File: src/rtl/rng_range_sampler.sv
// rng_range_sampler: turns raw 8-bit maximal-LFSR bytes into a uniform value
// in [0, N) using rejection sampling. The number of draws per request is
// bounded, and results are handed off with a valid/ready handshake. The
// sampler owns the LFSR advance enable, so the LFSR steps only when a byte is
// actually consumed.
// Optional build macro RNG_SAMPLER_STATS_EN adds a saturating count of
// rejected draws (reject_count).
//
// state  | meaning
// -------+---------------------------------------------------------------
// IDLE   | waiting for start; N is latched when start is accepted
// SETUP  | 8-step division 255 / N, which gives limit = 255 - (255 mod N)
// DRAW   | one LFSR byte per cycle until a sample is below limit, or the
//        | last permitted draw is reached (that draw is forced to accept)
// REDUCE | 8-step division sample / N; the remainder becomes the result
// DONE   | result presented (valid), waiting for ready

module rng_range_sampler #(
    parameter int unsigned MAX_DRAWS = 8
) (
    input  logic       clk,
    input  logic       rst,
    input  logic       start,
    input  logic [7:0] range_n,
    input  logic [7:0] lfsr_q,
    output logic       lfsr_en,
    output logic [7:0] result,
    output logic       valid,
    input  logic       ready,
    output logic       busy,
    output logic       biased
`ifdef RNG_SAMPLER_STATS_EN
    ,
    output logic [15:0] reject_count
`endif
);

    localparam logic [7:0] MAX_DRAWS_B = 8'(MAX_DRAWS);

    typedef enum logic [2:0] {
        S_IDLE,
        S_SETUP,
        S_DRAW,
        S_REDUCE,
        S_DONE
    } state_t;

    state_t     state, state_nxt;
    logic [7:0] n_q;
    logic [7:0] limit_q;
    logic [7:0] dvd_q;
    logic [7:0] rem_q;
    logic [7:0] sample_q;
    logic [7:0] draws_q;
    logic [2:0] step_q;

    logic [7:0] sample;
    logic [8:0] rem_shift;
    logic [7:0] rem_next;
    logic [7:0] draws_inc;
    logic       accept;
    logic       handshake;

    // Shared restoring-division step, the current draw, and the accept decision.
    // After a subtract the remainder is below N, so 8 bits are enough to hold it.
    // Only the shifted value needs the ninth bit.
    always_comb begin
        sample    = lfsr_q - 8'd1;
        rem_shift = {rem_q, dvd_q[7]};
        if (rem_shift >= {1'b0, n_q}) begin
            rem_next = 8'(rem_shift - {1'b0, n_q});
        end else begin
            rem_next = rem_shift[7:0];
        end
        draws_inc = draws_q + 8'd1;
        accept    = (sample < limit_q) || (draws_inc == MAX_DRAWS_B);
        handshake = valid && ready;
    end

    // State register.
    always_ff @(posedge clk) begin
        if (rst) begin
            state <= S_IDLE;
        end else begin
            state <= state_nxt;
        end
    end

    // Next-state logic and the decoded outputs lfsr_en and busy.
    always_comb begin
        state_nxt = state;
        lfsr_en   = 1'b0;
        busy      = (state != S_IDLE);
        case (state)
            S_IDLE:   if (start) state_nxt = S_SETUP;
            S_SETUP:  if (step_q == 3'd7) state_nxt = S_DRAW;
            S_DRAW: begin
                lfsr_en = 1'b1;
                if (accept) state_nxt = S_REDUCE;
            end
            S_REDUCE: if (step_q == 3'd7) state_nxt = S_DONE;
            S_DONE:   if (handshake) state_nxt = S_IDLE;
            default:  state_nxt = S_IDLE;
        endcase
    end

    // Datapath: latch N, both divisions, draw counting, and the result registers.
    // valid is registered and rises one cycle after DONE is entered.
    always_ff @(posedge clk) begin
        if (rst) begin
            n_q      <= '0;
            limit_q  <= '0;
            dvd_q    <= '0;
            rem_q    <= '0;
            sample_q <= '0;
            draws_q  <= '0;
            step_q   <= '0;
            result   <= '0;
            biased   <= 1'b0;
            valid    <= 1'b0;
        end else begin
            valid <= (state == S_DONE) && !handshake;
            case (state)
                S_IDLE: begin
                    if (start) begin
                        n_q     <= range_n;
                        draws_q <= '0;
                        rem_q   <= '0;
                        dvd_q   <= 8'hFF;
                        step_q  <= '0;
                    end
                end
                S_SETUP: begin
                    rem_q  <= rem_next;
                    dvd_q  <= {dvd_q[6:0], 1'b0};
                    step_q <= step_q + 3'd1;
                    if (step_q == 3'd7) begin
                        limit_q <= (n_q == 8'd0) ? 8'hFF : 8'hFF - rem_next;
                    end
                end
                S_DRAW: begin
                    draws_q <= draws_inc;
                    if (accept) begin
                        sample_q <= sample;
                        biased   <= (sample >= limit_q);
                        rem_q    <= '0;
                        dvd_q    <= sample;
                        step_q   <= '0;
                    end
                end
                S_REDUCE: begin
                    rem_q  <= rem_next;
                    dvd_q  <= {dvd_q[6:0], 1'b0};
                    step_q <= step_q + 3'd1;
                    if (step_q == 3'd7) begin
                        result <= (n_q == 8'd0) ? sample_q : rem_next;
                    end
                end
                default: ;
            endcase
        end
    end

`ifdef RNG_SAMPLER_STATS_EN
    // Saturating count of rejected draws. A forced final accept is not a reject.
    always_ff @(posedge clk) begin
        if (rst) begin
            reject_count <= '0;
        end else if ((state == S_DRAW) && !accept && (reject_count != 16'hFFFF)) begin
            reject_count <= reject_count + 16'd1;
        end
    end
`endif

endmodule

File: config.mk
export PLATFORM = sky130hd
export DESIGN_NAME = rng_range_sampler
export DESIGN_NICKNAME = d
export VERILOG_FILES = /design/src/rtl/rng_range_sampler.sv
export SDC_FILE = /design/constraint.sdc
export NUM_CORES = 1
export LEC_CHECK = 0
export ABC_AREA = 1
export BUFFER_PORTS_ARGS = -buffer_cell sky130_fd_sc_hd__buf_2
export CAP_MARGIN = 25
export CORE_UTILIZATION = 40
export DETAILED_ROUTE_END_ITERATION = 7
export REMOVE_ABC_BUFFERS = 1
export SYNTH_ARGS = -nofsm -noshare
export SYNTH_HDL_FRONTEND = slang
export SYNTH_SLANG_ARGS = --single-unit
export TNS_END_PERCENT = 10
File: constraint.sdc
create_clock -name clk -period 2.9 [get_ports clk]
set_input_delay 0.29 -clock clk [delete_from_list [all_inputs] [get_ports clk]]
set_output_delay 0.29 -clock clk [all_outputs]
set_load 0.01 [all_outputs]
==> reports/qor.txt, run 1 <==
Initial Utilization: 41.0%
count of final hold-check violations: 0
Antenna Cells: 0
worst rel slew slack: 61.6%
Final #Nets: 602
CP Launch Type: input pin
die height: 96.4 µm
Num CTS Buffers: 9
critical path depth in cells: 16
met1 wire length: 4470 µm
actual slew at the worst max-slew pin: 576 ps
Mapped Avg Cell Area: 6.80 µm²
Post-synth top flop: dfxtp_1
Setup Crit Path Kind: in -> reg
initial antenna violation count: 0
post-synthesis mux area share: 0%
post-synthesis adder-cell area fraction: 7.59%
post-route cell area: 4100 µm²
post-route ant nets: 0
metal3 WL: 395 µm
H-tree depth: 3
final wirelength: 8980 µm
Syn Inst Count: 524
post-route minimum period: 2410 ps
global-route wire length before repair: 14700 µm
GR Util All Layers: 21.0%
MaxCap Viol Count: 0
total chip power: 4.21 mW
final setup fails: 0
vias in the first global route: 3075
CP Launch Point: lfsr_q[0]
Initial DRT Pass Iterations: 7
top layer in use: met4
Resize count post-CTS: 0
worst setup path end: dvd_q[1]
I/O Pins: 32
Worst EP arrival: 2650 ps
VDD IR-drop max: 0.000489 V
DRT iter0 DRCs: 183
Post-Synth Simple-Gate Area: 28.0%
number of flops mapped to enable cells by yosys: 0
Leakage: 1.91 nW
metal2 WL: 3920 µm
Area Overhead vs Synth: 15.2%
placed inst area: 3850 µm²
Max Buffers Root-to-Sink: 2
Root Driver: clkbuf_8
CP max stage cell: ha_1
Critical Path RT: 3140 ps
status: completed
Max Slew Vio Count: 0
Critical R2R Launch: n_q[5]
TritonCTS clock tree: done
layout cells sized above 1: 12.7%
input/output buffers: 31
Power Density: 1030 nW/µm²
die area: 9280 µm²
final hold slack: 194 ps
Yosys reg bits: 64
clk sinks: 64
Bufs and invs on worst path: 3
RSZ-0062 raised after global routing: false
setup tns final: 0 ps
commonest non-fill, non-tap cell in the layout: nand2_1
unique cell type count in the Yosys netlist: 36
row count: 34
Reg2Reg Depth: 10
largest net degree at the start of global routing: 29
dpl hpwl: 6660 µm
r2r setup slk: 720 ps
crit-path cells: buf_2 > inv_1 > ha_1 > nor3b_1 > nand3_1 > xor2_1 > ha_1 > nand2_1 > nor2_1 > nand2_1 > nand2_1 > nand3_2 > nand2_4 > inv_2 > nor2_1 > nor2_1
Final Cycle Share: 83.0%
Reg2Reg Capture Point: limit_q[2]
vias: 3494
DRC: 0
GP Congestion: 0.915
Min-Delay Path Class: in -> reg
wire per inst: 13.3 µm
CP peak stage delay: 290 ps
asr flop ratio synth: 0%
crit-path max FO: 21
complex-gate fraction of the synthesized area: 17.3%
routed vias/inst: 5.18
core footprint: 8680 µm²
Max Clock Freq: 416 MHz
post-synthesis xor/xnor area fraction: 1.72%
commonest non-fill, non-tap cells in the layout: nand2_1 (101), inv_1 (64), dfxtp_1 (64)
clk_lat worst skew: 350 ps
Worst Skew: 10.9 ps
CP endpoint kind: flip-flop
CTS Hold Bufs: 0
Seq/Total Area, Yosys: 36.0%
Top delay family on crit path: simple AND/OR/NAND/NOR gates
CTS clk-pin slew, worst paths: 80 ps
Die Wd: 96.4 µm
largest family of logic cells by synthesized area: simple AND/OR/NAND/NOR gates
Setup Buffers After CTS: 0
synthesized area: 3560 µm²
FILL cells: 907
grt ovf: 0
Yosys Warn Count: 0
==> where the power goes <==
group          total [mW]  internal [mW]  leakage, nW  switching, mW
clock               0.976          0.599        0.123          0.377
combinational        2.12          0.692         1.26           1.43
sequential           1.11           1.02        0.522         0.0974
total                4.21           2.31         1.91           1.91
==> state kept, by name, indices dropped and copies added (netlist names) <==
signal / cells
draws_q: 8
dvd_q: 8
limit_q: 8
n_q: 8
rem_q: 8
result: 8
sample_q: 8
state: 3
step_q: 3
biased: 1
valid: 1
==> synthesized netlist by cell type, types with 2 or more instances <==
| library cell | instances | area (µm²) |
|---|---|---|
| nand2_1 | 101 | 379 |
| dfxtp_1 | 64 | 1280 |
| inv_1 | 64 | 240 |
| nor2_1 | 62 | 233 |
| a21oi_1 | 58 | 290 |
| o21ai_0 | 46 | 230 |
| nand3_1 | 30 | 150 |
| ha_1 | 20 | 250 |
| nand4_1 | 13 | 81.3 |
| o21ai_1 | 13 | 65.1 |
| clkbuf_1 | 10 | 37.5 |
| xor2_1 | 6 | 52.6 |
| nand2_2 | 3 | 18.8 |
| nor3_1 | 3 | 15.0 |
| or2_2 | 3 | 18.8 |
| and2_1 | 2 | 12.5 |
| buf_2 | 2 | 10.0 |
| buf_6 | 2 | 22.5 |
| clkinv_1 | 2 | 7.51 |
| inv_2 | 2 | 7.51 |
| nand3_2 | 2 | 20.0 |
| nand3b_1 | 2 | 15.0 |
==> layout make-up <==
class                      count  area [µm²]  area share, %
clock buffer                  10         138           3.35
clock inverter                 6         115           2.80
inverter                      69         260           6.34
multi-input combinational    376        1940           47.4
sequential                    64        1280           31.2
tap                          108         135           3.29
timing repair buffer          41         230           5.61
==> logic make-up after synthesis <==
group                      Yosys count
DFF                                 64
buffers and inverters               84
AOI/OAI and AO/OA                  121
adders and majority gates           21
and+or+nand+nor                    227
xor gates and xnor gates             7
==> worst register-to-register path, stage by stage, from the launching register on <==
cell and delay [ps]:
dfxtp_1 310, inv_1 60, ha_1 350, nand2_1 130, nor2_1 80, nand3_1 260
nand4_2 300, o21ai_1 220, nand3_1 160, o21ai_1 160, inv_1 50
==> worst min-delay path by stage <==
| stage | startpoint | to | cells after the start |
|---|---|---|---|
| 2_1_floorplan | rst | draws_q[1] | 1 |
| 3_3_place_gp | step_q[2] | step_q[2] | 2 |
| 3_5_place_dp | biased | biased | 2 |
| 4_1_cts | range_n[0] | n_q[0] | 3 |
| 5_1_grt | range_n[0] | n_q[0] | 3 |
| 6_report | range_n[0] | n_q[0] | 3 |
==> per-stage QoR <==
step | utilization (%) | setup slack, ps | std cells
after floorplan | - | 606 | 509
after global placement | 44.4 | 256 | 658
after detailed placement | 44.4 | 151 | 658
after CTS | 47.3 | 530 | 674
after global routing | 47.3 | 173 | 674
final | 47.3 | 493 | 674
==> routing by layer <==
| metal | up-vias | track usage, % |
|---|---|---|
| li1 | 1790 | - |
| met3 | 20 | 3.16 |
| met2 | 89 | 30.8 |
| met4 | 0 | 9.07 |
| met1 | 1595 | 30.2 |
| met5 | - | 0 |
Power figures use the tool's default switching activity.
==> run 2: changes to the inputs <==
==> constraint.sdc (replaced) <==
create_clock -name clk -period 2.5 [get_ports clk]
set_input_delay 0.25 -clock clk [delete_from_list [all_inputs] [get_ports clk]]
set_output_delay 0.25 -clock clk [all_outputs]
set_load 0.01 [all_outputs]
==> run 2 against run 1 <==
The run now ends with design-rule violations left. Sequential share of layout area shrank 0.57 points. First-iteration DRC count up 9.8%. Clock-buffer cell count fell by 1. Power up 21%. Worst setup slack got worse by 230 ps. Critical endpoint is now dvd_q[3].
==> reports/qor.txt, run 2 (synthesis results as in run 1) <==
initial antenna violation count: 0
row count: 34
CP Launch Point: lfsr_q[0]
H-tree depth: 3
fin cells: 679
P_int: 2.86 mW
MaxCap Viol Count: 0
routed vias/inst: 5.04
FILL cells: 914
Area Overhead vs Synth: 17.4%
Min-Delay Path Class: in -> reg
Leakage: 1.95 nW
post-placement cell count: 663
Top delay family on crit path: simple AND/OR/NAND/NOR gates
Reg power frac: 25.2%
worst rel slew slack: 61.4%
Setup Buffers After CTS: 0
violated checks: design-rule violations
Comb power frac: 48.8%
die area: 9280 µm²
actual slew at the worst max-slew pin: 577 ps
status: finished, violations left
CTS Hold Bufs: 0
CP peak stage delay: 280 ps
grt ovf: 0
Max Slew Vio Count: 0
commonest non-fill, non-tap cell in the layout: nand2_1
DRT iter0 DRCs: 201
Resize count post-CTS: 0
clk sinks: 64
Final #Nets: 607
Hold Path Stages: 3
Reg2Reg Depth: 10
Root Driver: clkbuf_8
worst hold endpoint: n_q[0]
TritonCTS clock tree: done
layout cells sized above 1: 13.5%
Die Wd: 96.4 µm
Min-Delay Startpoint: range_n[0]
Worst EP arrival: 2500 ps
global-route wire length before repair: 14700 µm
GP Congestion: 0.832
Critical R2R Launch: n_q[5]
Max Buffers Root-to-Sink: 2
Net Sw Power: 2.24 mW
RSZ-0062 raised after global routing: false
final setup fails: 0
CTS clk-pin slew, worst paths: 80 ps
Worst Skew: 8.85 ps
count of final hold-check violations: 0
Final Cycle Share: 89.6%
pre-CTS WS: -112 ps
I/O Pins: 32
Reg2Reg Capture Point: limit_q[0]
Setup Crit Path Kind: in -> reg
Final WS setup: 259 ps
Bufs and invs on worst path: 4
clk_lat worst skew: 350 ps
vias: 3420
crit-path cells: buf_2 > inv_1 > ha_1 > nor3b_1 > buf_4 > xor2_1 > ha_1 > a21oi_1 > o21a_1 > nand2_1 > nand3_2 > nand2_4 > inv_2 > nor2_1 > nor2_1
core footprint: 8680 µm²
Initial DRT Pass Iterations: 7
CP Launch Type: input pin
input/output buffers: 31
Initial Utilization: 41.0%
Antenna Cells: 0
CP max stage cell: xor2_1
commonest non-fill, non-tap cells in the layout: nand2_1 (101), inv_1 (64), dfxtp_1 (64)
largest net degree at the start of global routing: 29
wire per inst: 13.5 µm
Max Clock Freq: 446 MHz
Critical Path RT: 2750 ps
post-route minimum period: 2240 ps
die height: 96.4 µm
Clock Power Share: 26.0%
post-route ant nets: 0
crit-path max FO: 21
Power Density: 1220 nW/µm²
VDD IR-drop max: 0.000574 V
vias in the first global route: 3047
DRC: 1
final wirelength: 9140 µm
dpl hpwl: 6860 µm
GR Util All Layers: 21.0%
switching part of the total: 44.0%
Num CTS Buffers: 9
CP endpoint kind: flip-flop
r2r setup slk: 290 ps
==> run 2: final cells by class <==
cell class	instances	area, µm²	area share (%)
clock buffers	9	124	2.96
clock inverters	7	168	4.01
inverters	69	260	6.23
multi-input cells	376	1940	46.5
flip-flops and latches	64	1280	30.6
well taps	108	135	3.23
repair buffers	46	268	6.41
==> run 2: worst max-delay path by stage <==
stage	end	slack (ps)	cells after the start
after global routing	dvd_q[3]	10	16
after global placement	dvd_q[1]	-3	16
final	dvd_q[3]	260	15
after floorplan	dvd_q[0]	250	15
after CTS	dvd_q[3]	260	16
after detailed placement	dvd_q[3]	-110	16
==> run 2: tightest hold or removal path: cells and delay by family <==
| kind | cells | cell delay, ps |
|---|---|---|
| and+or+nand+nor | 1 | 60 |
| buffers and inverters | 1 | 100 |
| AOI/OAI and AO/OA | 1 | 50 |
==> run 2: routing by layer <==
metal / GRT usage [%] / part of all wire, % / vias up
li1: - / - / 1794
met1: 30.1 / 50 / 1543
met2: 30.9 / 43 / 63
met3: 3.00 / 4.1 / 20
met4: 9.68 / 2.6 / 0
met5: 0 / 0 / -
==> run 2: power groups by stage <==
stage	sequential [mW]	clock (mW)	combinational [mW]
finish	1.29	1.32	2.49
global route	1.31	1.39	2.86
detailed placement	1.31	0	2.46
floorplan	1.28	0	1.83
CTS	1.29	1.34	2.47
global placement	1.31	0	2.40
==> run 2: through the flow <==
| stage | hold WS [ps] | utilization, % | TNS (ps) | power (mW) | instance area (µm²) |
|---|---|---|---|---|---|
| 6_report | 152 | 48.2 | 0 | 5.10 | 4180 |
| 5_1_grt | 160 | 48.2 | 0 | 5.56 | 4180 |
| 4_1_cts | 147 | 48.2 | 0 | 5.10 | 4180 |
| 3_5_place_dp | 457 | 44.8 | -866 | 3.77 | 3890 |
| 3_3_place_gp | 452 | 44.8 | -12.7 | 3.71 | 3890 |
| 2_1_floorplan | 319 | - | 0 | 3.11 | 3490 |
==> run 3: changes to the inputs <==
--- a/config.mk
+++ b/config.mk
@@ -10,7 +10,6 @@
 export CAP_MARGIN = 25
 export CORE_UTILIZATION = 40
 export DETAILED_ROUTE_END_ITERATION = 7
-export REMOVE_ABC_BUFFERS = 1
 export SYNTH_ARGS = -nofsm -noshare
 export SYNTH_HDL_FRONTEND = slang
 export SYNTH_SLANG_ARGS = --single-unit
==> run 3 against run 2 <==
The run now ends clean. Worst setup slack lost 70 ps. Cell area shrank 0.87%. Highest routed layer unchanged. Die area stayed put. Register-to-register slack gained 30 ps. Global-route usage is essentially flat. Maximum frequency fell by 3.0%. Largest cell class unchanged. First-iteration DRC count down 27%. Largest power group unchanged. Clock skew increased by 2.7 ps. Clock-buffer cell count grew 5. Sequential share of layout area rose by 0.27 points.
==> reports/qor.txt, run 3 (synthesis results as in run 1) <==
status: completed
worst rel slew slack: 63.1%
Max Slew Vio Count: 0
Max Clock Freq: 433 MHz
final setup fails: 0
grt ovf: 0
commonest non-fill, non-tap cells in the layout: nand2_1 (101), inv_1 (64), dfxtp_1 (64)
post-route minimum period: 2310 ps
GP Congestion: 0.846
Resize count post-CTS: 0
P_int: 2.65 mW
Critical R2R Launch: n_q[7]
Final Cycle Share: 92.4%
RSZ-0062 raised after global routing: false
post-route cell area: 4140 µm²
Max Buffers Root-to-Sink: 2
wire per inst: 12.9 µm
CP Launch Type: input pin
CP Launch Point: lfsr_q[0]
global-route wire length before repair: 14700 µm
H-tree depth: 3
Root Driver: clkbuf_8
initial antenna violation count: 0
Min-Delay Startpoint: range_n[0]
Leakage: 1.94 nW
Num CTS Buffers: 9
Clock Power Share: 21.9%
Setup Crit Path Kind: in -> reg
Min-Delay Path Class: in -> reg
CP endpoint kind: flip-flop
r2r setup slk: 320 ps
DRC: 0
I/O Pins: 32
Area Overhead vs Synth: 16.4%
CTS Hold Bufs: 0
placed inst area: 3910 µm²
setup tns final: 0 ps
clk sinks: 64
Initial Utilization: 41.0%
routed vias/inst: 5.01
Die Wd: 96.4 µm
Net Sw Power: 2.11 mW
Setup Buffers After CTS: 0
Reg2Reg Depth: 10
Antenna Cells: 0
CTS clk-pin slew, worst paths: 70 ps
syn nets: 565
Final Util: 47.8%
GR Util All Layers: 21.1%
Worst Skew: 11.6 ps
VDD IR-drop max: 0.000565 V
layout cells sized above 1: 13.6%
commonest non-fill, non-tap cell in the layout: nand2_1
Hold Path Stages: 3
row count: 34
Power Density: 1150 nW/µm²
TritonCTS clock tree: done
final wirelength: 8810 µm
die height: 96.4 µm
core footprint: 8680 µm²
post-route ant nets: 0
vias in the first global route: 3156
actual slew at the worst max-slew pin: 551 ps
switching part of the total: 44.4%
Final #Nets: 610
DRT iter0 DRCs: 146
die area: 9280 µm²
clk_lat worst skew: 340 ps
MaxCap Viol Count: 0
Worst EP arrival: 2550 ps
input/output buffers: 31
Critical Path RT: 2740 ps
Reg power frac: 27.0%
dpl hpwl: 6670 µm
count of final hold-check violations: 0
crit-path max FO: 21
Comb power frac: 51.1%
vias: 3414
largest net degree at the start of global routing: 30
Initial DRT Pass Iterations: 4
==> run 3: changes by cell type in the layout (fill, tap and decap cells not counted), sizes merged <==
| cell | change |
|---|---|
| clkinv | -2 |
| buf | +3 |
| bufinv | -3 |
| clkbuf | +5 |
==> run 3: metrics by stage <==
stage | cells | total power [mW] | hold slack [ps] | setup slack (ps)
final | 682 | 4.76 | 162 | 190
after global routing | 682 | 5.21 | 170 | 2.32
after CTS | 682 | 4.78 | 156 | 185
after detailed placement | 666 | 3.72 | 468 | -170
after global placement | 666 | 3.69 | 452 | -13.7
after floorplan | 524 | 3.17 | 393 | 319
==> run 3: final timing paths <==
path | endpoint
hold / removal | n_q[0]
setup / recovery | dvd_q[7]
setup reg to reg | limit_q[2]
hold reg to reg | dvd_q[5]
==> run 3: layer usage <==
layer,GRT usage (%),share of wire (%),vias up
met1,27.7,50,1531
met2,34.3,45,75
li1,-,-,1806
met3,6.16,4.8,2
met5,0,0,-
met4,4.04,0.34,0
==> run 3: worst max-delay path, stage by stage <==
cell     delay (ps)
buf_2           120
inv_1            70
ha_1            170
nor3b_1         250
nand3_1         120
xor2_1          170
ha_1            270
nand2_1          60
nor2_1          170
nand2_1          70
nand2_1         130
nand3_2         120
nand2_4         240
inv_2           130
nor2_1          130
nor2_1           70
==> run 3: layout make-up <==
cell class	instances	area [µm²]
Clock buffer	14	173
Inverter	69	260
Multi-Input combinational cell	376	1940
Fill cell	948	4530
Timing Repair Buffer	49	290
Clock inverter	2	60.1
Tap cell	108	135
Sequential cell	64	1280
==> run 3: power by group through the flow <==
stage	Sequential [mW]	Combinational (mW)	Clock [mW]
floorplan	1.28	1.90	0
global route	1.31	2.80	1.11
finish	1.29	2.44	1.04
global placement	1.31	2.38	0
detailed placement	1.31	2.41	0
CTS	1.29	2.43	1.06
